--- config.mk ---
export PLATFORM = sky130hd
export DESIGN_NAME = ocs_slot_scheduler
export DESIGN_NICKNAME = d
export VERILOG_FILES = /design/src/rtl/ocs_slot_scheduler.sv
export SDC_FILE = /design/constraint.sdc
export NUM_CORES = 1
export LEC_CHECK = 0
export BUFFER_PORTS_ARGS = -buffer_cell sky130_fd_sc_hd__buf_2
export CELL_PAD_IN_SITES_DETAIL_PLACEMENT = 1
export CELL_PAD_IN_SITES_GLOBAL_PLACEMENT = 1
export CORE_MARGIN = 4
export CORE_UTILIZATION = 52
export DETAILED_ROUTE_END_ITERATION = 16
export GPL_TIMING_DRIVEN = 0
export HOLD_SLACK_MARGIN = 0.15
export PLACE_DENSITY = 0.84
export SLEW_MARGIN = 20
export SYNTH_ARGS = -nofsm -noshare
export SYNTH_HDL_FRONTEND = slang
export SYNTH_SLANG_ARGS = --single-unit
export TNS_END_PERCENT = 20
--- constraint.sdc ---
create_clock -name i_clk -period 3.2 [get_ports i_clk]
set_input_delay 0.16 -clock i_clk [delete_from_list [all_inputs] [get_ports i_clk]]
set_output_delay 0.16 -clock i_clk [all_outputs]
set_load 0.01 [all_outputs]
--- src/rtl/ocs_slot_scheduler.sv ---
// rtl/ocs_slot_scheduler.sv - round-robin time-slot scheduler for the 8x8 optical circuit switch
// Optional feature macro: OCS_EPOCH_CNT_EN adds the o_epoch_cnt completed-round counter.
module ocs_slot_scheduler #(
  parameter int P_SLOT_NUM  = 4,
  parameter int P_GUARD_CYC = 8,
  parameter int P_LEN_W     = 16
) (
  input  logic               i_clk,
  input  logic               i_rst_n,
  input  logic               i_cfg_wr,
  input  logic [1:0]         i_cfg_addr,
  input  logic [19:0]        i_cfg_grant,
  input  logic [1:0]         i_slot_last,
  input  logic [P_LEN_W-1:0] i_slot_len,
  input  logic               i_start,
  input  logic               i_stop,
  output logic [19:0]        o_grant,
  output logic               o_data_valid,
  output logic [1:0]         o_slot_idx,
  output logic               o_busy
`ifdef OCS_EPOCH_CNT_EN
  ,
  output logic [15:0]        o_epoch_cnt
`endif
);

  typedef enum logic [1:0] {
    S_IDLE,
    S_LOAD,
    S_GUARD,
    S_ACTIVE
  } state_t;

  localparam logic [7:0]         GUARD_INIT = 8'(P_GUARD_CYC - 1);
  localparam logic [P_LEN_W-1:0] LEN_ONE    = {{(P_LEN_W-1){1'b0}}, 1'b1};

  state_t             state;
  state_t             state_nxt;
  logic               start_q;
  logic               stop_pend;
  logic [1:0]         idx;
  logic [1:0]         last_q;
  logic [7:0]         guard_cnt;
  logic [P_LEN_W-1:0] len_cnt;
  logic [19:0]        tbl [P_SLOT_NUM];
  logic               slot_done;
  logic               wrap;

  // The last entry of the sampled range wraps the index back to 0.
  assign wrap = (idx == last_q);

  // Grant table: host writes land at the edge; a LOAD at the same edge sees the old word.
  always_ff @(posedge i_clk or negedge i_rst_n) begin
    if (!i_rst_n) begin
      for (int i = 0; i < P_SLOT_NUM; i++) begin
        tbl[i] <= '0;
      end
    end else if (i_cfg_wr) begin
      tbl[i_cfg_addr] <= i_cfg_grant;
    end
  end

  // State register.
  always_ff @(posedge i_clk or negedge i_rst_n) begin
    if (!i_rst_n) begin
      state <= S_IDLE;
    end else begin
      state <= state_nxt;
    end
  end

  // Next-state logic: a slot always runs to the end of its active window before stopping.
  always_comb begin
    state_nxt = state;
    slot_done = 1'b0;
    case (state)
      S_IDLE: begin
        if (start_q) begin
          state_nxt = S_LOAD;
        end
      end
      S_LOAD: begin
        state_nxt = S_GUARD;
      end
      S_GUARD: begin
        if (guard_cnt == 8'd0) begin
          state_nxt = S_ACTIVE;
        end
      end
      S_ACTIVE: begin
        if (len_cnt == '0) begin
          slot_done = 1'b1;
          state_nxt = stop_pend ? S_IDLE : S_LOAD;
        end
      end
      default: begin
        state_nxt = S_IDLE;
      end
    endcase
  end

  // Datapath: counters, slot index, stop request and registered outputs.
  always_ff @(posedge i_clk or negedge i_rst_n) begin
    if (!i_rst_n) begin
      start_q      <= 1'b0;
      stop_pend    <= 1'b0;
      idx          <= 2'd0;
      last_q       <= 2'd0;
      guard_cnt    <= 8'd0;
      len_cnt      <= '0;
      o_grant      <= 20'h0;
      o_data_valid <= 1'b0;
      o_slot_idx   <= 2'd0;
      o_busy       <= 1'b0;
`ifdef OCS_EPOCH_CNT_EN
      o_epoch_cnt  <= 16'h0;
`endif
    end else begin
      // Start is only honoured from IDLE; a start/stop pair in IDLE drops the stop.
      start_q <= i_start && (state == S_IDLE) && !start_q;
      if (i_stop && (state != S_IDLE)) begin
        stop_pend <= 1'b1;
      end

      case (state)
        S_IDLE: begin
          if (start_q) begin
            idx       <= 2'd0;
            stop_pend <= 1'b0;
`ifdef OCS_EPOCH_CNT_EN
            o_epoch_cnt <= 16'h0;
`endif
          end
        end
        S_LOAD: begin
          o_grant    <= tbl[idx];
          o_slot_idx <= idx;
          last_q     <= i_slot_last;
          guard_cnt  <= GUARD_INIT;
          len_cnt    <= (i_slot_len == '0) ? '0 : i_slot_len - LEN_ONE;
        end
        S_GUARD: begin
          if (guard_cnt != 8'd0) begin
            guard_cnt <= guard_cnt - 8'd1;
          end
        end
        S_ACTIVE: begin
          if (!slot_done) begin
            len_cnt <= len_cnt - LEN_ONE;
          end else begin
`ifdef OCS_EPOCH_CNT_EN
            if (wrap) begin
              o_epoch_cnt <= o_epoch_cnt + 16'd1;
            end
`endif
            if (!stop_pend) begin
              idx <= wrap ? 2'd0 : idx + 2'd1;
            end
          end
        end
        default: begin
        end
      endcase

      // Fabric returns to all-bar as soon as the run ends.
      if ((state_nxt == S_IDLE) && (state != S_IDLE)) begin
        o_grant <= 20'h0;
      end
      o_data_valid <= (state_nxt == S_ACTIVE);
      o_busy       <= (state_nxt != S_IDLE);
    end
  end

endmodule

Yosys cells after proc, flatten, opt, wreduce, memory -nomap -nowiden
Cells that the tools add are included.

cells by class
  bitwise logic cells = 2
  reductions and logical operators = 21
  $add $sub $neg = 4
  order comparisons = 3
  equality and inequality tests = 10
  mux-type cells = 28

operator list
  kind                                                                  count
  20-bit two-way mux                                                    5
  80-bit bitwise mux                                                    1
  20-bit binary-select mux with 2-bit select                            1
  20-bit demux with 2-bit select                                        1
  16-bit zero test                                                      2
  16-bit two-way mux                                                    2
  16-bit case mux with 2 select lines                                   1
  16-bit by 1-bit subtractor with 16-bit output, second input constant  2
  8-bit case mux with 2 select lines                                    1
  2-bit two-way mux                                                     7
  2-bit nonzero test                                                    6
  2-bit != test, second input constant                                  5
  8-bit zero test                                                       1
  8-bit two-way mux                                                     1
  2-bit case mux with 4 select lines                                    1
  8-bit nonzero test                                                    1
  8-bit by 1-bit subtractor with 8-bit output, second input constant    1
  2-bit == test, second input constant                                  3
  3-bit greater-or-equal comparator, second input constant              2
  1-bit two-way mux                                                     6
  2-bit NOT with 3-bit output                                           2
  1-bit logical AND                                                     5
  2-bit zero test                                                       2
  2-bit case mux with 2 select lines                                    1
  other kinds (7)                                                       8

storage, ports and cells
  output and inout port bits = 24
  input port bits = 45
  flip-flop bits (word level) = 136
  logic and storage cells = 83

Longest topological paths before layout
  word-level depth = 6
  gate-level depth with buffers = 9
  mapped depth without buffers = 7

Worst setup path before layout
Ideal clock, no wire load.

  kind = flip-flop to flip-flop
  start = reg len_cnt[0]
  end = reg len_cnt[1]
  data arrival time = 1.833 ns
  clock period less this slack = 1.956 ns
  buffers on the path = 1
  stages on the path, launching flop included = 9
  slack = 1.244 ns
  required time = 3.078 ns
  library setup time = 0.122 ns
  cells stage by stage = dfrtp_1 > inv_1 > ha_1 > nor4b_1 > and4b_1 > buf_4 > a21oi_1 > o221ai_1 > a21boi_1

on the way
  cells in the longest elaborated chain, start to end = 5
  elaborated cells between the ends (all ways) = 8
  those cells by class = add/sub: 1; eq/ne: 1; mux: 4; reduce/logical: 2

ends and longest elaborated chain
  item                                                                                                   line  RTL
  from (decl)                                                                                            44    logic [P_LEN_W-1:0] len_cnt;
  from (signal assigned)                                                                                 140   len_cnt <= (i_slot_len == '0) ? '0 : i_slot_len - LEN_ONE;
  from (signal assigned)                                                                                 149   len_cnt <= len_cnt - LEN_ONE;
  parallel branches: the longest is 5 deep, another holds 16-bit by 1-bit subtractor with 16-bit output  --

Several ways; the timed one is not identified. The select of a mux whose other input is x is not followed.
A chain may end at the register's enable or synchronous reset.

Worst setup path after layout
Ends and elaborated chain as after synthesis.

==> results by group <==
Cells and area
  • Share of cells above drive strength 1: approximately a third
  • Antenna diodes: 0
  • Final Net Count: 701
  • Fill count: 1,224
  • Commonest cells after routing, fill and taps aside: 136 x dfrtp_1, 80 x mux2_2, 70 x buf_2
  • Area grow syn2layout: 22.38%
  • Final Instance Count excl. Fillers: 830
  • Most common cell after layout, fill and taps aside: dfrtp_1

STA
  • RSZ-0062 raised after global routing: no
  • Fin crit share: 82.78%
  • Relative slew slack: around a quarter
  • Final Hold Viols: 0
  • Final setup fails: 0
  • Slew Limit Fails: 0
  • Post-Route Setup TNS: 0 ps
  • Final Worst Setup Slack: approximately 550 ps
  • Worst slew pin tran: around 1100 ps
  • Achievable frequency: roughly 380 MHz
  • Worst Clk Skew: 18.22 ps
  • Min Tclk post-route: 2649 ps
  • Hold WS: between 100 and 150 ps

GRT
  • Met3 Track Usage GR: 8.045%
  • GRT Max-Usage Layer: met2
  • Routing usage on met1: about two fifths
  • First-pass GRT wire length: approximately 37,000 microns
  • Initial antenna violation count: 0
  • Met2 global-route usage: 60.01%
  • GRT Residual Overflow: 0
  • Largest net degree at the start of global routing: 80
  • Tot GR Track Use: a little over a third
  • Vias in the first global route: 6,075

Place
  • Placed insts: ~770
  • Dpl hpwl: between 10,000 and 15,000 microns
  • GP Congestion: about 0.92
  • Place WS: between 700 and 800 ps
  • Buffers on Ports: 68

Setup path
  • Critical Path Start Type: flop
  • Crit path arrival time: 2960 ps
  • Crit path kind: reg2reg
  • Critical Path RT: 3510 ps
  • Crit end category: flop
  • Max FO, Critical Path: 10
  • R2R depth: 8

Route
  • Pre-Repair DR Iteration Count: 5
  • DR vias/cell: around 6.5
  • Post-DRT Antenna Nets: 0
  • Final WL: between 20,000 and 25,000 microns
  • WL/cell: between 20 and 30 microns
  • Starting DRT DRC Count: around 490
  • DRC: 0
  • Via count: around 5,400

Job
  • Number of max-cap violations: 0

Synth
  • Largest cells by area after synthesis: dfrtp_1 52%, mux2_2 14%, mux4_2 6.8%
  • Share of async-settable or async-resettable flops after synthesis: 100.0%
  • Syn Inst Count: between 500 and 600
  • EDFF count, synth: 0
  • Yosys warns: 0
  • Compound-Gate Fraction of Synth Area: around 12%
  • Dominant synthesized flop cell: dfrtp_1
  • Syn Nets: a little under 600
  • Synth Area in XOR/XNOR: 1.857%
  • Multiplexer area fraction after synthesis: between 20% and 30%
  • Synth top area share: 51.53%
  • Adder and majority gate portion of the synthesized area: ~1.1%
  • Mean post-synth cell area: about 12 sq um
  • Post-synth cell types: 61
  • Simple-gate portion of the synthesized area: between 10% and 20%
  • Yosys top cell by area: dfrtp_1
  • Register area share after synthesis: between 50% and 60%
  • Yosys reg bits: 136
  • Netlist Area Pre-Place: approximately 0.0066 sq mm
  • Main combinational cell family by area after synthesis: multiplexers

Power and ir drop
  • PwrDens: between 800 and 900 mW/mm^2
  • Maximum VDD drop: between 500 and 600 uV
  • Pleak: around 3.5 nW
  • Design Power: approximately 6.6 mW

Floorplanning
  • DIE HEIGHT: between 100 and 150 microns
  • Core Area: 0.01221 sq mm
  • Die X: between 100 and 150 microns
  • Die ar.: between 0.01 and 0.015 sq mm
  • # rows: 40
  • Initial core utilization: between 50% and 60%
  • I/O pin total: approximately 70

CTS
  • Clk sinks: between 100 and 150
  • Total CTS buffers: 17
  • H-tree depth: 4
  • Worst-path clk slew: around 70 ps
  • Clock Tree Buf Depth: 2
  • Root Driver: clkbuf_16
  • Post-CTS sizing: 0
  • CTS tree: done
  • Clock Latency Late Sink: about 450 ps

Worst hold path
  • Worst Hold Depth: 4
  • Worst hold path type: in2reg

Run status
  • Status: completed
cell families (layout without fill, tap and decap cells):
kind of cell	Yosys count	count (layout)
muxes	101	101
adders and majority gates	6	6
xor gates and xnor gates	14	14
AOI/OAI and AO/OA	108	108
and+or+nand+nor	125	125
DFF	136	136
buffers and inverters	44	172
registers in the layout (all words and copies together), names as in the netlist:
name / count
tbl: 80
o_grant: 20
len_cnt: 16
guard_cnt: 8
idx: 2
last_q: 2
o_slot_idx: 2
state: 2
o_busy: 1
o_data_valid: 1
start_q: 1
stop_pend: 1
what timing repair did:
action / in CTS / in global routing
buffers inserted: 0 / 0
endpoints found under the hold margin: 223 / 0
hold buffers: 28 / 0
worst paths after layout:
check / from / to / slack, ps
worst min register to register: start_q / start_q / 500
worst min-delay path: i_slot_len[6] / len_cnt[6] / 150
max in group asynchronous: i_rst_n / tbl[75] / 2180
worst max-delay path: len_cnt[0] / len_cnt[1] / 550
min in group asynchronous: i_rst_n / o_grant[2] / 260
worst max register to register: len_cnt[0] / len_cnt[1] / 550
routing by layer:
| metal | wire length [microns] | part of all wire, % |
|---|---|---|
| met4 | 1196 | 5.0 |
| met1 | 8988 | 37 |
| met5 | 0 | 0 |
| met3 | 1408 | 5.9 |
| met2 | 12470 | 52 |
worst max-delay path, cell delays in order, from the launching register on:
cell and delay (ps):
dfrtp_1 450, inv_1 130, ha_1 280, nor4b_1 160, and4b_1 240, buf_4 180
a21oi_1 610, o221ai_1 260, a21boi_1 210
report_power, final:
group | switching [mW] | internal, mW | total, mW | leakage, nW
Clock | 0.887 | 1.26 | 2.15 | 0.296
Combinational | 1.02 | 0.783 | 1.81 | 1.58
Sequential | 0.479 | 2.19 | 2.67 | 1.63
metrics by stage:
step / cell area, sq um / util (%)
finish: 8082 / 66.18
global route: 8082 / 66.18
CTS: 8082 / 66.18
detailed placement: 7192 / 58.89
global placement: 7154 / 58.59
floorplan: 6604 / -
layout make-up:
class,instances,area (sq um),area share (%)
flip-flops and latches,136,3403,42.11
clock inverters,12,166.4,2.059
multi-input cells,354,3007,37.20
clock buffers,19,442.9,5.481
repair buffers,97,658.1,8.144
plain buffers,32,148.9,1.842
inverters,12,45.04,0.5574
well taps,168,210.2,2.601
cell usage after synthesis, types with 4 or more instances:
| cell type | count |
|---|---|
| a21oi_1 | 22 |
| mux2_2 | 80 |
| nand2_1 | 26 |
| and3_1 | 5 |
| nor2_1 | 28 |
| nor4_1 | 8 |
| nand4_1 | 7 |
| nor3_1 | 9 |
| o21ai_1 | 18 |
| a31oi_1 | 6 |
| nand2b_1 | 4 |
| xor2_1 | 7 |
| a32oi_1 | 5 |
| ha_1 | 6 |
| clkbuf_1 | 24 |
| a22o_1 | 21 |
| nor4b_1 | 4 |
| dfrtp_1 | 136 |
| nand3_1 | 14 |
| inv_1 | 11 |
| xnor2_1 | 7 |
| mux4_2 | 20 |
| a22oi_1 | 4 |
No activity file was read; power rests on OpenSTA's default activity.
